==> config.mk <==
export PLATFORM = sky130hd
export DESIGN_NAME = icap_reboot_wb_master
export DESIGN_NICKNAME = d
export VERILOG_FILES = /design/src/rtl/icap_pkg.sv /design/src/rtl/icap_seq_rom.sv /design/src/rtl/icap_reboot_wb_master.sv
export SDC_FILE = /design/constraint.sdc
export NUM_CORES = 1
export LEC_CHECK = 0
export CAP_MARGIN = 5
export CORE_MARGIN = 1
export CORE_UTILIZATION = 45
export CTS_CLUSTER_DIAMETER = 150
export DETAILED_ROUTE_END_ITERATION = 6
export PLACE_DENSITY = 0.81
export RECOVER_POWER = 100
export SYNTH_ARGS = -nofsm -noshare
export SYNTH_HDL_FRONTEND = slang
export SYNTH_HIERARCHICAL = 1
export SYNTH_SLANG_ARGS = --single-unit
==> constraint.sdc <==
create_clock -name clk -period 2.6 [get_ports clk]
set_input_delay 0.52 -clock clk [delete_from_list [all_inputs] [get_ports clk]]
set_output_delay 0.52 -clock clk [all_outputs]
set_load 0.03 [all_outputs]
==> src/rtl/icap_pkg.sv <==
// Shared encodings and ICAP command words for the multiboot reboot initiator.
// Pure declarations: no logic, no latency, no flow control.
package icap_pkg;

    typedef enum logic [1:0] {
        S_IDLE = 2'd0,
        S_REQ  = 2'd1,
        S_GAP  = 2'd2,
        S_FIN  = 2'd3
    } state_t;

    localparam logic [15:0] ICAP_DUMMY      = 16'hFFFF;
    localparam logic [15:0] ICAP_SYNC       = 16'hAA99;
    localparam logic [15:0] ICAP_WR_GEN1    = 16'h3261;
    localparam logic [15:0] ICAP_WR_GEN2    = 16'h3281;
    localparam logic [15:0] ICAP_WR_CMD     = 16'h30A1;
    localparam logic [15:0] ICAP_CMD_REBOOT = 16'h000E;
    localparam logic [15:0] ICAP_NOOP       = 16'h2000;

    localparam int SEQ_BYTES = 20;

    function automatic logic [7:0] bit_rev8(input logic [7:0] b);
        logic [7:0] r;
        for (int i = 0; i < 8; i++) begin
            r[i] = b[7-i];
        end
        return r;
    endfunction

endpackage

==> src/rtl/icap_seq_rom.sv <==
// Byte lookup for the reboot command stream; purely combinational, no backpressure.
// Words go out high byte first; the ICAP port wants each byte bit-reversed when BIT_SWAP is set.
module icap_seq_rom
    import icap_pkg::*;
#(
    parameter bit         BIT_SWAP    = 1'b1,
    parameter logic [7:0] READ_OPCODE = 8'h0B
) (
    input  logic [4:0]  idx_i,
    input  logic [23:0] boot_addr_i,
    output logic [7:0]  byte_o
);

    logic [15:0] seq_word;
    logic [7:0]  raw_byte;

    always_comb begin
        seq_word = 16'h0000;
        case (idx_i[4:1])
            4'd0:    seq_word = ICAP_DUMMY;
            4'd1:    seq_word = ICAP_SYNC;
            4'd2:    seq_word = ICAP_WR_GEN1;
            4'd3:    seq_word = boot_addr_i[15:0];
            4'd4:    seq_word = ICAP_WR_GEN2;
            4'd5:    seq_word = {READ_OPCODE, boot_addr_i[23:16]};
            4'd6:    seq_word = ICAP_WR_CMD;
            4'd7:    seq_word = ICAP_CMD_REBOOT;
            4'd8:    seq_word = ICAP_NOOP;
            4'd9:    seq_word = ICAP_NOOP;
            default: seq_word = 16'h0000;
        endcase
        raw_byte = idx_i[0] ? seq_word[7:0] : seq_word[15:8];
        byte_o   = BIT_SWAP ? bit_rev8(raw_byte) : raw_byte;
    end

endmodule

==> src/rtl/icap_reboot_wb_master.sv <==
// Wishbone initiator streaming the 20-byte multiboot reboot sequence into the ICAP slave.
// One write per byte, one idle gap cycle between strobes; waits up to TIMEOUT cycles per ack.
module icap_reboot_wb_master
    import icap_pkg::*;
#(
    parameter int         TIMEOUT     = 255,
    parameter bit         BIT_SWAP    = 1'b1,
    parameter logic [7:0] READ_OPCODE = 8'h0B
) (
    input  logic        clk,
    input  logic        reset,
    input  logic        start,
    input  logic [23:0] boot_addr,
    output logic        cyc_o,
    output logic        stb_o,
    output logic        we_o,
    output logic [31:0] dat_o,
    input  logic        ack_i,
    output logic        busy,
    output logic        done,
    output logic        err
);

    localparam int CW = $clog2(TIMEOUT + 1);

    state_t        state_q, state_d;
    logic [4:0]    idx_q, idx_d;
    logic [CW-1:0] cnt_q, cnt_d;
    logic [23:0]   addr_q, addr_d;
    logic          busy_q, busy_d;
    logic          done_q, done_d;
    logic          err_q, err_d;
    logic          req_q, req_d;
    logic [7:0]    dat_q, dat_d;
    logic [7:0]    rom_byte;

    // Indexed by the next-state values so the bus data is registered alongside stb.
    icap_seq_rom #(
        .BIT_SWAP    (BIT_SWAP),
        .READ_OPCODE (READ_OPCODE)
    ) u_rom (
        .idx_i       (idx_d),
        .boot_addr_i (addr_d),
        .byte_o      (rom_byte)
    );

    always_comb begin
        state_d = state_q;
        idx_d   = idx_q;
        cnt_d   = cnt_q;
        addr_d  = addr_q;
        busy_d  = busy_q;
        done_d  = done_q;
        err_d   = err_q;
        case (state_q)
            S_IDLE: begin
                if (start) begin
                    addr_d  = boot_addr;
                    done_d  = 1'b0;
                    err_d   = 1'b0;
                    busy_d  = 1'b1;
                    idx_d   = 5'd0;
                    cnt_d   = '0;
                    state_d = S_REQ;
                end
            end
            S_REQ: begin
                if (ack_i) begin
                    cnt_d = '0;
                    if (idx_q == 5'(SEQ_BYTES - 1)) begin
                        state_d = S_FIN;
                    end else begin
                        idx_d   = idx_q + 5'd1;
                        state_d = S_GAP;
                    end
                end else if (cnt_q == CW'(TIMEOUT - 1)) begin
                    cnt_d   = '0;
                    err_d   = 1'b1;
                    busy_d  = 1'b0;
                    state_d = S_IDLE;
                end else begin
                    cnt_d = cnt_q + CW'(1);
                end
            end
            S_GAP: begin
                state_d = S_REQ;
            end
            S_FIN: begin
                done_d  = 1'b1;
                busy_d  = 1'b0;
                state_d = S_IDLE;
            end
            default: begin
                state_d = S_IDLE;
            end
        endcase
        req_d = (state_d == S_REQ);
        dat_d = req_d ? rom_byte : 8'h00;
    end

    always_ff @(posedge clk or posedge reset) begin
        if (reset) begin
            state_q <= S_IDLE;
            idx_q   <= 5'd0;
            cnt_q   <= '0;
            addr_q  <= 24'h0;
            busy_q  <= 1'b0;
            done_q  <= 1'b0;
            err_q   <= 1'b0;
            req_q   <= 1'b0;
            dat_q   <= 8'h00;
        end else begin
            state_q <= state_d;
            idx_q   <= idx_d;
            cnt_q   <= cnt_d;
            addr_q  <= addr_d;
            busy_q  <= busy_d;
            done_q  <= done_d;
            err_q   <= err_d;
            req_q   <= req_d;
            dat_q   <= dat_d;
        end
    end

    assign cyc_o = req_q;
    assign stb_o = req_q;
    assign we_o  = req_q;
    assign dat_o = {24'h000000, dat_q};
    assign busy  = busy_q;
    assign done  = done_q;
    assign err   = err_q;

endmodule

==> insert_results.sql, run 1 <==
INSERT INTO impl_metrics (metric_group, metric, value, unit) VALUES
('power_and_ir_drop', 'clockPowerShare', '12.3', '%'),
('synthesis', 'synth.top_cells.by_count', 'sky130_fd_sc_hd__dfrtp_1, sky130_fd_sc_hd__buf_4, sky130_fd_sc_hd__mux2_2', ''),
('cells_and_area', 'layout_nets', '370', ''),
('setup_path', 'cp_top_family', 'compound AO/OA/AOI/OAI gates', ''),
('floorplanning', 'fp.dieArea', '0.00665', 'mm²'),
('cells_and_area', 'fill_cells', '506', ''),
('cells_and_area', 'final_cell_area', '0.00353', 'mm²'),
('clocking', 'clk_transition_reported_paths', '0.09', 'ns'),
('sta', 'timing.final.ws_setup', '0.139', 'ns'),
('global_routing', 'overflow', '0', ''),
('cells_and_area', 'regArea', '0.00128', 'mm²'),
('job', 'maxCapViolations', '0', ''),
('global_routing', 'grt_start_max_net_pins', '24', ''),
('route', 'vias_per_cell', '5.11', ''),
('power_and_ir_drop', 'power.switching', '1.36', 'mW'),
('setup_path', 'worstPathArrival', '2.64', 'ns'),
('synthesis', 'synth-async-reset-ratio', '100', '%'),
('setup_path', 'critical-path-max-stage-delay', '0.40', 'ns'),
('cells_and_area', 'area_growth_syn_to_layout', '23.9', '%'),
('cells_and_area', 'final_layout_size_suffix_gt1_share', '19.1', '%'),
('power_and_ir_drop', 'ir_drop', '0.605', 'mV'),
('synthesis', 'yosysSeqAreaShare', '44.8', '%'),
('route', 'drt_first_pass_iters', '4', ''),
('floorplanning', 'die_height', '81.6', 'µm'),
('setup_path', 'worstSetupStartpointType', 'flip-flop', ''),
('setup_path', 'path_class', 'reg2reg', ''),
('clocking', 'clock_sinks', '51', ''),
('place', 'portBuffers', '41', ''),
('power_and_ir_drop', 'p_total', '3.51', 'mW'),
('run_status', 'outcome', 'finished clean', ''),
('route', 'drtAntennaViolNets', '0', ''),
('setup_path', 'crit_top_cell', 'sky130_fd_sc_hd__a21oi_1', ''),
('setup_path', 'critical_path.slowest_cell', 'sky130_fd_sc_hd__dfrtp_1', ''),
('synthesis', 'ys_ff_latch', '51', ''),
('setup_path', 'cp_data_required_time', '2.78', 'ns'),
('clocking', 'cts-root-to-sink-buffers', '2', ''),
('clocking', 'tritoncts', 'built', ''),
('setup_path', 'crit_path_max_fanout', '8', ''),
('route', 'drcViolationCount', '0', ''),
('synthesis', 'synth_most_common_cell', 'sky130_fd_sc_hd__dfrtp_1', ''),
('place', 'dpl_cell_area', '0.00344', 'mm²'),
('clocking', 'cts_root_buf', 'sky130_fd_sc_hd__clkbuf_8', ''),
('clocking', 'worstSkewPairLatency', '0.29', 'ns'),
('sta', 'timing.slew.headroom', '23.3', '%'),
('sta', 'final_max_slew_viol_count', '0', ''),
('synthesis', 'count_of_flip_flops_with_a_built_in_enable_after_synthesis', '0', ''),
('cells_and_area', 'multiInputGateArea', '0.00134', 'mm²'),
('synthesis', 'synth_top_area_cell', 'sky130_fd_sc_hd__dfrtp_1', ''),
('synthesis', 'syn_avg_cell_area', '10.6', 'µm²'),
('clocking', 'numCtsBuffers', '5', ''),
('synthesis', 'post_synth_instance_area', '0.00285', 'mm²'),
('sta', 'fin_skew', '0.00753', 'ns'),
('floorplanning', 'fp-row-count', '28', ''),
('sta', 'min_period_over_period', '94.7', '%'),
('global_routing', 'antenna_violations_before_repair', '0', ''),
('setup_path', 'buffer_and_inverter_count_on_the_worst_path', '2', ''),
('floorplanning', 'start_util', '47.3', '%'),
('setup_path', 'cell_chain_of_the_critical_path', 'ha_2 -> nor4bb_4 -> nand2b_1 -> mux2_1 -> a22o_4 -> buf_4 -> inv_1 -> o21ai_0 -> a21oi_1 -> a21oi_1 -> and2_1', ''),
('global_routing', 'vias_in_the_first_global_route', '1969', ''),
('place', 'place.gp.congestion', '0.883', ''),
('sta', 'finalHoldViolations', '0', ''),
('place', 'place_worst_setup_slack', '-0.181', 'ns'),
('global_routing', 'wire_length_of_the_first_global_routing_pass', '9380', 'µm'),
('power_and_ir_drop', 'cellInternalPower', '2.15', 'mW'),
('cells_and_area', 'num_antenna_cells', '0', ''),
('sta', 'achievable-frequency', '406', 'MHz'),
('synthesis', 'netlist_instances', '268', ''),
('power_and_ir_drop', 'share_comb_of_total_power', '53.1', '%'),
('floorplanning', 'core_area', '0.00603', 'mm²'),
('synthesis', 'ys_dominant_reg_cell', 'sky130_fd_sc_hd__dfrtp_1', ''),
('synthesis', 'count_of_synthesis_stage_warnings_from_yosys', '6', '');
==> repair_timing <==
| item | in CTS | in global routing |
|---|---|---|
| resized for setup | 2 | 12 |
| setup endpoints to repair | 1 | 8 |
| pin swaps | 0 | 1 |
| buffers inserted | 0 | 2 |
| endpoints found under the hold margin | 0 | 0 |
==> worst reg2reg max path, delay by kind of cell (launching register included) <==
| kind | cells | cell delay (ns) |
|---|---|---|
| mux | 1 | 0.34 |
| simple gates | 3 | 0.54 |
| buf+inv | 2 | 0.25 |
| flops | 1 | 0.40 |
| fa+ha+maj | 1 | 0.20 |
| compound gates | 4 | 0.61 |
==> cell usage in the layout, fill, tap and decap left out, drive strengths merged, types with 3 or more instances in the layout <==
cell type | netlist | layout
dfrtp | 51 | 51
buf | 38 | 33
clkdlybuf4s50 | 0 | 25
mux2 | 25 | 25
conb | 1 | 24
a21oi | 16 | 16
dlygate4sd3 | 0 | 15
nor2 | 15 | 15
o21ai | 14 | 14
nand2 | 13 | 13
and2 | 12 | 12
clkbuf | 1 | 12
inv | 8 | 8
nor2b | 8 | 8
nand2b | 7 | 7
nand3 | 6 | 6
xor2 | 5 | 5
nand4 | 4 | 4
a31oi | 4 | 4
or3 | 3 | 3
ha | 3 | 3
and3 | 3 | 3
==> cell families (layout without fill, tap and decap cells) <==
| logic type | count (synthesis) | count (layout) | synth area share [%] |
|---|---|---|---|
| and+or+nand+nor | 76 | 76 | 15.7 |
| AOI/OAI and AO/OA | 58 | 58 | 14.5 |
| DFF | 51 | 51 | 44.8 |
| buffers and inverters | 47 | 96 | 11.4 |
| muxes | 26 | 26 | 10.2 |
| xor gates and xnor gates | 6 | 6 | 1.85 |
| adders and majority gates | 3 | 3 | 1.32 |
| other | 1 | 24 | 0.132 |
==> flip-flops by register name (all words and copies together), names as in the netlist <==
| signal | cells |
|---|---|
| err | 1 |
| idx_q | 5 |
| cyc_o | 1 |
| busy | 1 |
| dat_q | 8 |
| cnt_q | 8 |
| state_q | 2 |
| addr_q | 24 |
| done | 1 |
==> layout make-up <==
class	instances	share of cell area, %
clock buffers	6	2.06
inverters	8	0.851
clock inverters	2	0.355
multi-input cells	193	38.0
well taps	75	2.66
flip-flops and latches	51	36.2
repair buffers	80	19.8
==> power by group through the flow <==
stage          Combinational [mW]  Sequential (mW)  Clock (mW)
2_1_floorplan                1.12             1.39           0
3_3_place_gp                 1.87             1.22           0
3_5_place_dp                 1.92             1.24           0
4_1_cts                      1.93             1.22       0.454
5_1_grt                      2.04             1.25       0.481
6_report                     1.86             1.21       0.432
==> final timing paths <==
check	endpoint	slack, ns	startpoint	cells past startpoint
max	dat_q[6]	0.14	idx_q[1]	11
min	addr_q[9]	0.49	addr_q[9]	1
max reg2reg	dat_q[6]	0.14	idx_q[1]	11
min reg2reg	addr_q[9]	0.49	addr_q[9]	1
max in group asynchronous	addr_q[22]	0.50	reset	3
min in group asynchronous	cyc_o	0.68	reset	2
==> metal layers <==
metal	part of all wire [%]	global-route usage (%)	up-vias
met3	4.8	2.78	2
met5	0	0	-
met2	49	30.3	68
li1	-	-	1026
met1	45	24.8	1023
met4	0.81	6.79	0
==> metrics by stage <==
stage / cells / hold WS [ns] / TNS, ns
after global routing: 415 / 0.516 / -0.0340
after CTS: 413 / 0.483 / 0
after global placement: 405 / 0.480 / -0.665
after detailed placement: 405 / 0.489 / -1.05
final: 415 / 0.491 / 0
after floorplan: 291 / 0.466 / 0
(Power assumes the default switching activity.)
==> run 2: changes to the inputs <==
CORE_UTILIZATION = 50   (was 45)
PLACE_DENSITY = 0.85   (was 0.81)
clock period = 2.5 ns   (was 2.6 ns; I/O delays follow)
==> run 2 against run 1 <==
Against the previous run:
- setup slack lost 0.069 ns
- critical path depth shrank 1
- global-route usage grew 1.7 points
- hold slack gained 0.0092 ns
- utilization grew 7.0 points
- clock power grew 2%
- clock skew shrank 0.0020 ns
- non-clock buffer count grew 2
- critical path type unchanged
- largest cell class unchanged
- highest routed layer unchanged
==> insert_results.sql, run 2 (synthesized netlist as in run 1, its figures left out) <==
INSERT INTO impl_metrics (metric_group, metric, value, unit) VALUES
('run_status', 'outcome', 'finished clean', ''),
('place', 'place.gp.congestion', '0.983', ''),
('clocking', 'clk_transition_reported_paths', '0.08', 'ns'),
('job', 'maxCapViolations', '0', ''),
('clocking', 'tritoncts', 'built', ''),
('route', 'routed_wire_length_per_instance', '14.1', 'µm'),
('setup_path', 'timing.critical_path.to_type', 'flip-flop', ''),
('sta', 'tightest_slew', '1.20', 'ns'),
('global_routing', 'antenna_violations_before_repair', '0', ''),
('route', 'num_vias', '2187', ''),
('floorplanning', 'fp.dieArea', '0.00600', 'mm²'),
('global_routing', 'grtUsageTotal', '20.2', '%'),
('route', 'wire_length_after_detailed_routing', '5860', 'µm'),
('power_and_ir_drop', 'switching_share', '38.2', '%'),
('place', 'place.detailed.hpwl', '4290', 'µm'),
('cells_and_area', 'layout_common_cells', 'sky130_fd_sc_hd__dfrtp_1, sky130_fd_sc_hd__clkdlybuf4s50_1, sky130_fd_sc_hd__buf_4', ''),
('clocking', 'numCtsBuffers', '5', ''),
('place', 'dpl_cell_area', '0.00348', 'mm²'),
('cells_and_area', 'fill_cells', '411', ''),
('sta', 'finalHoldViolations', '0', ''),
('place', 'portBuffers', '41', ''),
('cells_and_area', 'area_growth_syn_to_layout', '26.7', '%'),
('cells_and_area', 'max_flop_register', 'addr_q', ''),
('clocking', 'clock_sinks', '51', ''),
('power_and_ir_drop', 'p_total', '3.78', 'mW'),
('sta', 'achievable-frequency', '411', 'MHz'),
('floorplanning', 'die_x', '77.5', 'µm'),
('clocking', 'cts_max_level', '2', ''),
('power_and_ir_drop', 'ir_drop', '0.554', 'mV'),
('setup_path', 'crit_path_max_fanout', '7', ''),
('cells_and_area', 'top_flop_regs', 'addr_q: 24 flops, cnt_q: 8 flops, dat_q: 8 flops', ''),
('sta', 'timing.final.ws_setup', '0.0692', 'ns'),
('cells_and_area', 'final_layout_size_suffix_gt1_share', '27.1', '%'),
('route', 'drcViolationCount', '0', ''),
('clocking', 'worstSkewPairLatency', '0.29', 'ns'),
('cells_and_area', 'num_antenna_cells', '0', ''),
('cells_and_area', 'largest_register_ff_count', '24', ''),
('floorplanning', 'die_height', '77.5', 'µm'),
('route', 'drtIter0Drc', '110', ''),
('clocking', 'cts-root-to-sink-buffers', '2', ''),
('place', 'dp.cells', '404', ''),
('route', 'drtAntennaViolNets', '0', ''),
('sta', 'timing.slew.headroom', '19.8', '%'),
('power_and_ir_drop', 'share_comb_of_total_power', '54.5', '%'),
('min_path', 'hold_path_class', 'reg2reg', ''),
('global_routing', 'wire_length_of_the_first_global_routing_pass', '9650', 'µm'),
('global_routing', 'grt_start_max_net_pins', '52', ''),
('floorplanning', 'core_area', '0.00551', 'mm²'),
('sta', 'fin_skew', '0.00555', 'ns'),
('cells_and_area', 'regArea', '0.00128', 'mm²'),
('setup_path', 'path_class', 'reg2reg', ''),
('sta', 'grt_setup_unrepaired', 'yes', ''),
('cells_and_area', 'stdcell_count', '415', ''),
('route', 'vias_per_cell', '5.27', ''),
('power_and_ir_drop', 'cellInternalPower', '2.34', 'mW'),
('sta', 'setup_viol', '0', ''),
('place', 'place_worst_setup_slack', '-0.307', 'ns'),
('global_routing', 'overflow', '0', ''),
('setup_path', 'worstSetupStartpointType', 'flip-flop', ''),
('floorplanning', 'fp-row-count', '27', ''),
('floorplanning', 'start_util', '51.7', '%'),
('floorplanning', 'top_level_pins', '66', ''),
('power_and_ir_drop', 'power.switching', '1.44', 'mW'),
('sta', 'final_period_minus_worst_setup_slack', '2.43', 'ns'),
('sta', 'final_max_slew_viol_count', '0', ''),
('cells_and_area', 'layout_nets', '373', ''),
('cells_and_area', 'final_cell_area', '0.00361', 'mm²'),
('setup_path', 'worstPathArrival', '2.61', 'ns'),
('power_and_ir_drop', 'power_per_cell_area', '1050', 'mW/mm²'),
('cells_and_area', 'multiInputGateArea', '0.00138', 'mm²'),
('setup_path', 'worst-r2r-setup-slack', '0.07', 'ns'),
('global_routing', 'vias_in_the_first_global_route', '2067', ''),
('setup_path', 'cp_data_required_time', '2.68', 'ns'),
('cells_and_area', 'final_common_cell', 'sky130_fd_sc_hd__dfrtp_1', ''),
('power_and_ir_drop', 'seq_power_share', '33.9', '%'),
('power_and_ir_drop', 'clockPowerShare', '11.6', '%'),
('sta', 'finalSetupTns', '0', 'ns'),
('route', 'drt_first_pass_iters', '4', ''),
('power_and_ir_drop', 'p_leak', '1.59', 'nW'),
('clocking', 'cts_root_buf', 'sky130_fd_sc_hd__clkbuf_8', ''),
('sta', 'min_period_over_period', '97.2', '%');
[run 2: cell types whose count changed in the layout (fill, tap and decap cells not counted), moves of 3 or more]
cell,previous run,this run
sky130_fd_sc_hd__buf_4,32,35
sky130_fd_sc_hd__clkbuf_1,6,3
sky130_fd_sc_hd__clkdlybuf4s50_1,25,39
sky130_fd_sc_hd__dlygate4sd3_1,15,1
sky130_fd_sc_hd__mux2_1,19,0
sky130_fd_sc_hd__mux2_2,6,24
[run 2: worst paths after layout]
path                            startpoint          to  cells after the start
worst max register to register    idx_q[1]    dat_q[4]                     10
worst min-delay path            addr_q[13]  addr_q[13]                      1
max in group asynchronous            reset  addr_q[15]                      3
worst min register to register  addr_q[13]  addr_q[13]                      1
min in group asynchronous            reset    dat_q[3]                      3
worst max-delay path              idx_q[1]    dat_q[4]                     10
[run 2: power by group through the flow]
stage / Combinational, mW / Sequential [mW] / Clock, mW
2_1_floorplan: 1.17 / 1.44 / 0
3_3_place_gp: 1.92 / 1.28 / 0
3_5_place_dp: 1.95 / 1.30 / 0
4_1_cts: 1.98 / 1.29 / 0.455
5_1_grt: 2.22 / 1.32 / 0.490
6_report: 2.06 / 1.28 / 0.439
[run 2: stage by stage]
stage	hold slack (ns)	util, %
6_report	0.500	65.5
5_1_grt	0.510	65.5
4_1_cts	0.502	64.8
3_5_place_dp	0.484	63.1
3_3_place_gp	0.480	63.1
2_1_floorplan	0.466	-
[run 2: cell type report]
type / count / area share, %
Timing Repair Buffer: 82 / 20.8
Tap cell: 72 / 2.50
Multi-Input combinational cell: 194 / 38.2
Clock buffer: 7 / 2.12
Sequential cell: 51 / 35.4
Clock inverter: 1 / 0.139
Inverter: 8 / 0.832
[run 2: worst max-delay path, cell delays in order, from the launching register on]
cell                       delay [ns]
sky130_fd_sc_hd__dfrtp_1         0.39
sky130_fd_sc_hd__ha_2            0.20
sky130_fd_sc_hd__nor4bb_4        0.21
sky130_fd_sc_hd__nand2b_4        0.19
sky130_fd_sc_hd__mux2_4          0.32
sky130_fd_sc_hd__a22o_4          0.26
sky130_fd_sc_hd__xnor2_1         0.14
sky130_fd_sc_hd__a221o_1         0.32
sky130_fd_sc_hd__nand2_1         0.08
sky130_fd_sc_hd__o21ai_1         0.06
sky130_fd_sc_hd__and2_1          0.14
[run 2: routing by layer]
layer	global-route usage, %	up-vias	routed length (µm)	part of all wire [%]
li1	-	1030	-	-
met4	7.17	0	108	1.8
met1	27.3	1034	2500	43
met2	32.5	106	2850	49
met3	3.65	17	403	6.9
met5	0	-	0	0
[run 2: what timing repair did]
action | in CTS | in global routing
pin swaps | 0 | 5
resized for setup | 2 | 9
gates cloned | 0 | 1
buffers inserted | 0 | 2
endpoints found under the setup margin | 4 | 8
hold buffers | 0 | 0
==> run 3: changes to the inputs <==
ABC_AREA = 1   (was unset)
ABC_CLOCK_PERIOD_IN_PS = 2500   (was unset)
==> run 3 against run 2 <==
Against the previous run:
- register-to-register slack gained 0.21 ns
- clock power up 4%
- largest power group unchanged
- largest cell class is now sequential cells
- first-iteration DRC count up 23%
- sequential share of layout area up 2.5 points
- wire length grew 0.12%
- combinational power down 15%
==> insert_results.sql, run 3 <==
INSERT INTO impl_metrics (metric_group, metric, value, unit) VALUES
('run_status', 'outcome', 'finished clean', ''),
('power_and_ir_drop', 'ir_drop', '0.461', 'mV'),
('setup_path', 'cp_data_required_time', '2.68', 'ns'),
('synthesis', 'syn_avg_cell_area', '7.59', 'µm²'),
('cells_and_area', 'largest_register_ff_count', '24', ''),
('setup_path', 'path_class', 'in2reg', ''),
('synthesis', 'muxShareOfSynthArea', '0', '%'),
('synthesis', 'count_of_flip_flops_with_a_built_in_enable_after_synthesis', '0', ''),
('global_routing', 'antenna_violations_before_repair', '0', ''),
('global_routing', 'vias_in_the_first_global_route', '2277', ''),
('synthesis', 'synth.area.top_cells', 'sky130_fd_sc_hd__dfrtp_1, sky130_fd_sc_hd__nand2_1, sky130_fd_sc_hd__buf_4', ''),
('synthesis', 'synth.top_cells.by_count', 'sky130_fd_sc_hd__nand2_1, sky130_fd_sc_hd__dfrtp_1, sky130_fd_sc_hd__nor2_1', ''),
('route', 'wire_length_after_detailed_routing', '5860', 'µm'),
('place', 'place.detailed.hpwl', '4550', 'µm'),
('synthesis', 'yosysSeqAreaShare', '45.2', '%'),
('clocking', 'clock_sinks', '51', ''),
('power_and_ir_drop', 'p_leak', '1.80', 'nW'),
('synthesis', 'synth.lib_cells_used.distinct', '32', ''),
('cells_and_area', 'final_common_cell', 'sky130_fd_sc_hd__nand2_1', ''),
('floorplanning', 'fp.dieArea', '0.00596', 'mm²'),
('cells_and_area', 'layout_common_cells', 'sky130_fd_sc_hd__nand2_1, sky130_fd_sc_hd__dfrtp_1, sky130_fd_sc_hd__nor2_1', ''),
('synthesis', 'post_synth_xor_area_fraction', '0.620', '%'),
('synthesis', 'yosys.area_share.adder', '1.33', '%'),
('setup_path', 'cell_chain_of_the_critical_path', 'clkdlybuf4s50_1 -> nor2_1 -> nor2_2 -> buf_4 -> o21ai_0 -> clkbuf_1 -> inv_2 -> nand2_2 -> inv_2 -> nand2_2 -> nand2_1 -> nand2_1 -> nand2_1 -> nand2_1 -> nand2_1 -> inv_1 -> nor2_1', ''),
('synthesis', 'count_of_synthesis_stage_warnings_from_yosys', '6', ''),
('sta', 'min_period_over_period', '91.7', '%'),
('cells_and_area', 'fill_cells', '516', ''),
('setup_path', 'cp_top_family', 'buffers and inverters', ''),
('setup_path', 'worstSetupStartpointType', 'primary input', ''),
('global_routing', 'wire_length_of_the_first_global_routing_pass', '9980', 'µm'),
('setup_path', 'crit_path_depth', '17', ''),
('global_routing', 'grt_start_max_net_pins', '52', ''),
('floorplanning', 'fp-row-count', '27', ''),
('setup_path', 'beginning_of_the_worst_register_to_register_path', 'idx_q[0]', ''),
('setup_path', 'worstPathArrival', '2.47', 'ns'),
('floorplanning', 'core_area', '0.00547', 'mm²'),
('sta', 'finalHoldViolations', '0', ''),
('synthesis', 'ys_dominant_reg_cell', 'sky130_fd_sc_hd__dfrtp_1', ''),
('synthesis', 'post_synth_instance_area', '0.00283', 'mm²'),
('clocking', 'numCtsBuffers', '5', ''),
('place', 'place.gp.congestion', '0.963', ''),
('sta', 'timing.hold.ws', '0.471', 'ns'),
('floorplanning', 'start_util', '51.6', '%'),
('synthesis', 'ys_ff_latch', '51', ''),
('setup_path', 'timing.critical_path.from', 'start', ''),
('floorplanning', 'die_height', '77.2', 'µm'),
('route', 'drcViolationCount', '0', ''),
('route', 'drtAntennaViolNets', '0', ''),
('synthesis', 'synth_top_area_cell', 'sky130_fd_sc_hd__dfrtp_1', ''),
('global_routing', 'overflow', '0', ''),
('sta', 'final_period_minus_worst_setup_slack', '2.29', 'ns'),
('sta', 'grt_setup_unrepaired', 'no', ''),
('route', 'drtIter0Drc', '135', ''),
('route', 'routed_wire_length_per_instance', '11.7', 'µm'),
('global_routing', 'grtUsageTotal', '21.2', '%'),
('sta', 'timing.slew.headroom', '18.0', '%'),
('synthesis', 'synth_simple_gate_area_share', '33.3', '%'),
('sta', 'tightest_slew', '1.23', 'ns'),
('sta', 'fin_skew', '0.00741', 'ns'),
('cells_and_area', 'num_antenna_cells', '0', ''),
('synthesis', 'synth_top_area_share', '45.2', '%'),
('cells_and_area', 'multiInputGateArea', '0.00125', 'mm²'),
('sta', 'setup_viol', '0', ''),
('power_and_ir_drop', 'power_per_cell_area', '1030', 'mW/mm²'),
('setup_path', 'worst-r2r-setup-slack', '0.28', 'ns'),
('route', 'drt_first_pass_iters', '6', ''),
('setup_path', 'timing.critical_path.to_type', 'flip-flop', ''),
('cells_and_area', 'max_flop_register', 'addr_q', ''),
('cells_and_area', 'top_flop_regs', 'addr_q: 24 flops, cnt_q: 8 flops, dat_q: 8 flops', ''),
('route', 'num_vias', '2420', ''),
('clocking', 'cts_max_level', '2', ''),
('place', 'dp.cells', '495', ''),
('route', 'vias_per_cell', '4.81', ''),
('sta', 'final_max_slew_viol_count', '0', ''),
('place', 'place_worst_setup_slack', '-0.102', 'ns'),
('cells_and_area', 'layout_nets', '461', ''),
('floorplanning', 'top_level_pins', '66', ''),
('synthesis', 'synth-async-reset-ratio', '100', '%'),
('setup_path', 'cp-endpoint', 'dat_q[2]', ''),
('clocking', 'worstSkewPairLatency', '0.30', 'ns'),
('cells_and_area', 'area_growth_syn_to_layout', '19.2', '%'),
('setup_path', 'crit_top_cell', 'sky130_fd_sc_hd__nand2_1', ''),
('synthesis', 'synth_most_common_cell', 'sky130_fd_sc_hd__nand2_1', ''),
('place', 'portBuffers', '41', ''),
('cells_and_area', 'postLayoutCoreUtil', '61.5', '%'),
('setup_path', 'critical-path-max-stage-delay', '0.41', 'ns'),
('sta', 'achievable-frequency', '436', 'MHz'),
('clocking', 'tritoncts', 'built', ''),
('setup_path', 'crit_path_max_fanout', '11', ''),
('sta', 'finalSetupTns', '0', 'ns'),
('sta', 'timing.final.ws_setup', '0.206', 'ns'),
('clocking', 'post-cts-setup-buffers', '0', ''),
('setup_path', 'regToRegEndpoint', 'dat_q[2]', ''),
('synthesis', 'netlist_instances', '372', ''),
('cells_and_area', 'final_layout_size_suffix_gt1_share', '10.2', '%'),
('cells_and_area', 'stdcell_count', '503', ''),
('min_path', 'hold_path_class', 'reg2reg', ''),
('setup_path', 'buffer_and_inverter_count_on_the_worst_path', '6', ''),
('setup_path', 'reg2regPathDepth', '17', ''),
('clocking', 'clk_transition_reported_paths', '0.08', 'ns'),
('synthesis', 'synthesized_area_fraction_occupied_by_ao_oa_aoi_and_oai_cells', '6.11', '%'),
('synthesis', 'synth_top_family_by_area', 'simple AND/OR/NAND/NOR gates', ''),
('clocking', 'cts-root-to-sink-buffers', '2', ''),
('job', 'maxCapViolations', '0', ''),
('floorplanning', 'die_x', '77.2', 'µm'),
('clocking', 'cts_root_buf', 'sky130_fd_sc_hd__clkbuf_8', ''),
('setup_path', 'critical_path.slowest_cell', 'sky130_fd_sc_hd__clkdlybuf4s50_1', ''),
('cells_and_area', 'regArea', '0.00128', 'mm²');
==> run 3: changes by cell type in the layout (fill, tap and decap cells not counted), moves of 5 or more <==
cell and delta:
sky130_fd_sc_hd__nand2_1 +133, sky130_fd_sc_hd__mux2_2 -24, sky130_fd_sc_hd__buf_4 -22, sky130_fd_sc_hd__inv_1 +19, sky130_fd_sc_hd__nor2_1 +17, sky130_fd_sc_hd__clkdlybuf4s50_1 -14, sky130_fd_sc_hd__dlygate4sd3_1 +14, sky130_fd_sc_hd__and2_1 -10
sky130_fd_sc_hd__nand2_2 +8, sky130_fd_sc_hd__a21oi_1 -7, sky130_fd_sc_hd__nand3_1 +7, sky130_fd_sc_hd__inv_2 +6, sky130_fd_sc_hd__nor2b_1 -6, sky130_fd_sc_hd__nand2b_1 -5
==> run 3: cell families after synthesis <==
kind of cell,Yosys count
AND/OR/NAND/NOR,217
buffers and inverters,68
flip-flops,51
AO/OA/AOI/OAI,30
adder cells (fa/ha/maj),3
XOR/XNOR,2
other,1
==> run 3: worst min-delay path by stage <==
stage	cells past startpoint	endpoint	start	slack, ns
finish	2	addr_q[11]	addr_q[11]	0.47
global route	2	addr_q[10]	addr_q[10]	0.51
CTS	2	addr_q[11]	addr_q[11]	0.48
detailed placement	2	addr_q[11]	addr_q[11]	0.46
global placement	2	addr_q[11]	addr_q[11]	0.45
floorplan	2	addr_q[6]	addr_q[6]	0.44
==> run 3: area by class of cell <==
cell class / instances / share of cell area (%)
clock buffers: 7 / 2.27
clock inverters: 1 / 0.149
inverters: 35 / 3.90
multi-input cells: 276 / 37.0
flip-flops and latches: 51 / 37.9
well taps: 72 / 2.67
repair buffers: 61 / 16.1
==> run 3: report_power, final <==
part / total [mW] / switching [mW] / internal, mW
sequential: 1.26 / 0.125 / 1.13
combinational: 1.76 / 1.17 / 0.592
clock: 0.456 / 0.259 / 0.197
==> run 3: worst register-to-register path, cell delays in order, from the launching register on <==
cell and delay (ns):
sky130_fd_sc_hd__dfrtp_1 0.40, sky130_fd_sc_hd__ha_1 0.25, sky130_fd_sc_hd__nand4_1 0.14, sky130_fd_sc_hd__a21oi_1 0.14
sky130_fd_sc_hd__o21ai_0 0.09, sky130_fd_sc_hd__o21ai_0 0.08, sky130_fd_sc_hd__clkbuf_1 0.28, sky130_fd_sc_hd__inv_2 0.11
sky130_fd_sc_hd__nand2_2 0.11, sky130_fd_sc_hd__inv_2 0.07, sky130_fd_sc_hd__nand2_2 0.08, sky130_fd_sc_hd__nand2_1 0.05
sky130_fd_sc_hd__nand2_1 0.06, sky130_fd_sc_hd__nand2_1 0.06, sky130_fd_sc_hd__nand2_1 0.06, sky130_fd_sc_hd__nand2_1 0.05
sky130_fd_sc_hd__inv_1 0.05, sky130_fd_sc_hd__nor2_1 0.04
==> run 3: per-stage QoR <==
| stage | cell area [µm²] | total power, mW |
|---|---|---|
| 6_report | 3370 | 3.48 |
| 5_1_grt | 3370 | 3.78 |
| 4_1_cts | 3400 | 3.57 |
| 3_5_place_dp | 3320 | 3.11 |
| 3_3_place_gp | 3320 | 3.08 |
| 2_1_floorplan | 2910 | 2.51 |
==> run 3: what timing repair did <==
item	CTS	global route
setup endpoints to repair	0	1
hold buffers	0	0
resized for setup	0	1
==> run 3: routing by layer <==
layer  part of all wire, %  vias up  GRT usage (%)
met1                    46     1121           26.2
met4                   1.6        0           8.11
met5                     0        -              0
met2                    49       61           36.9
li1                      -     1229              -
met3                   3.3        9           3.21
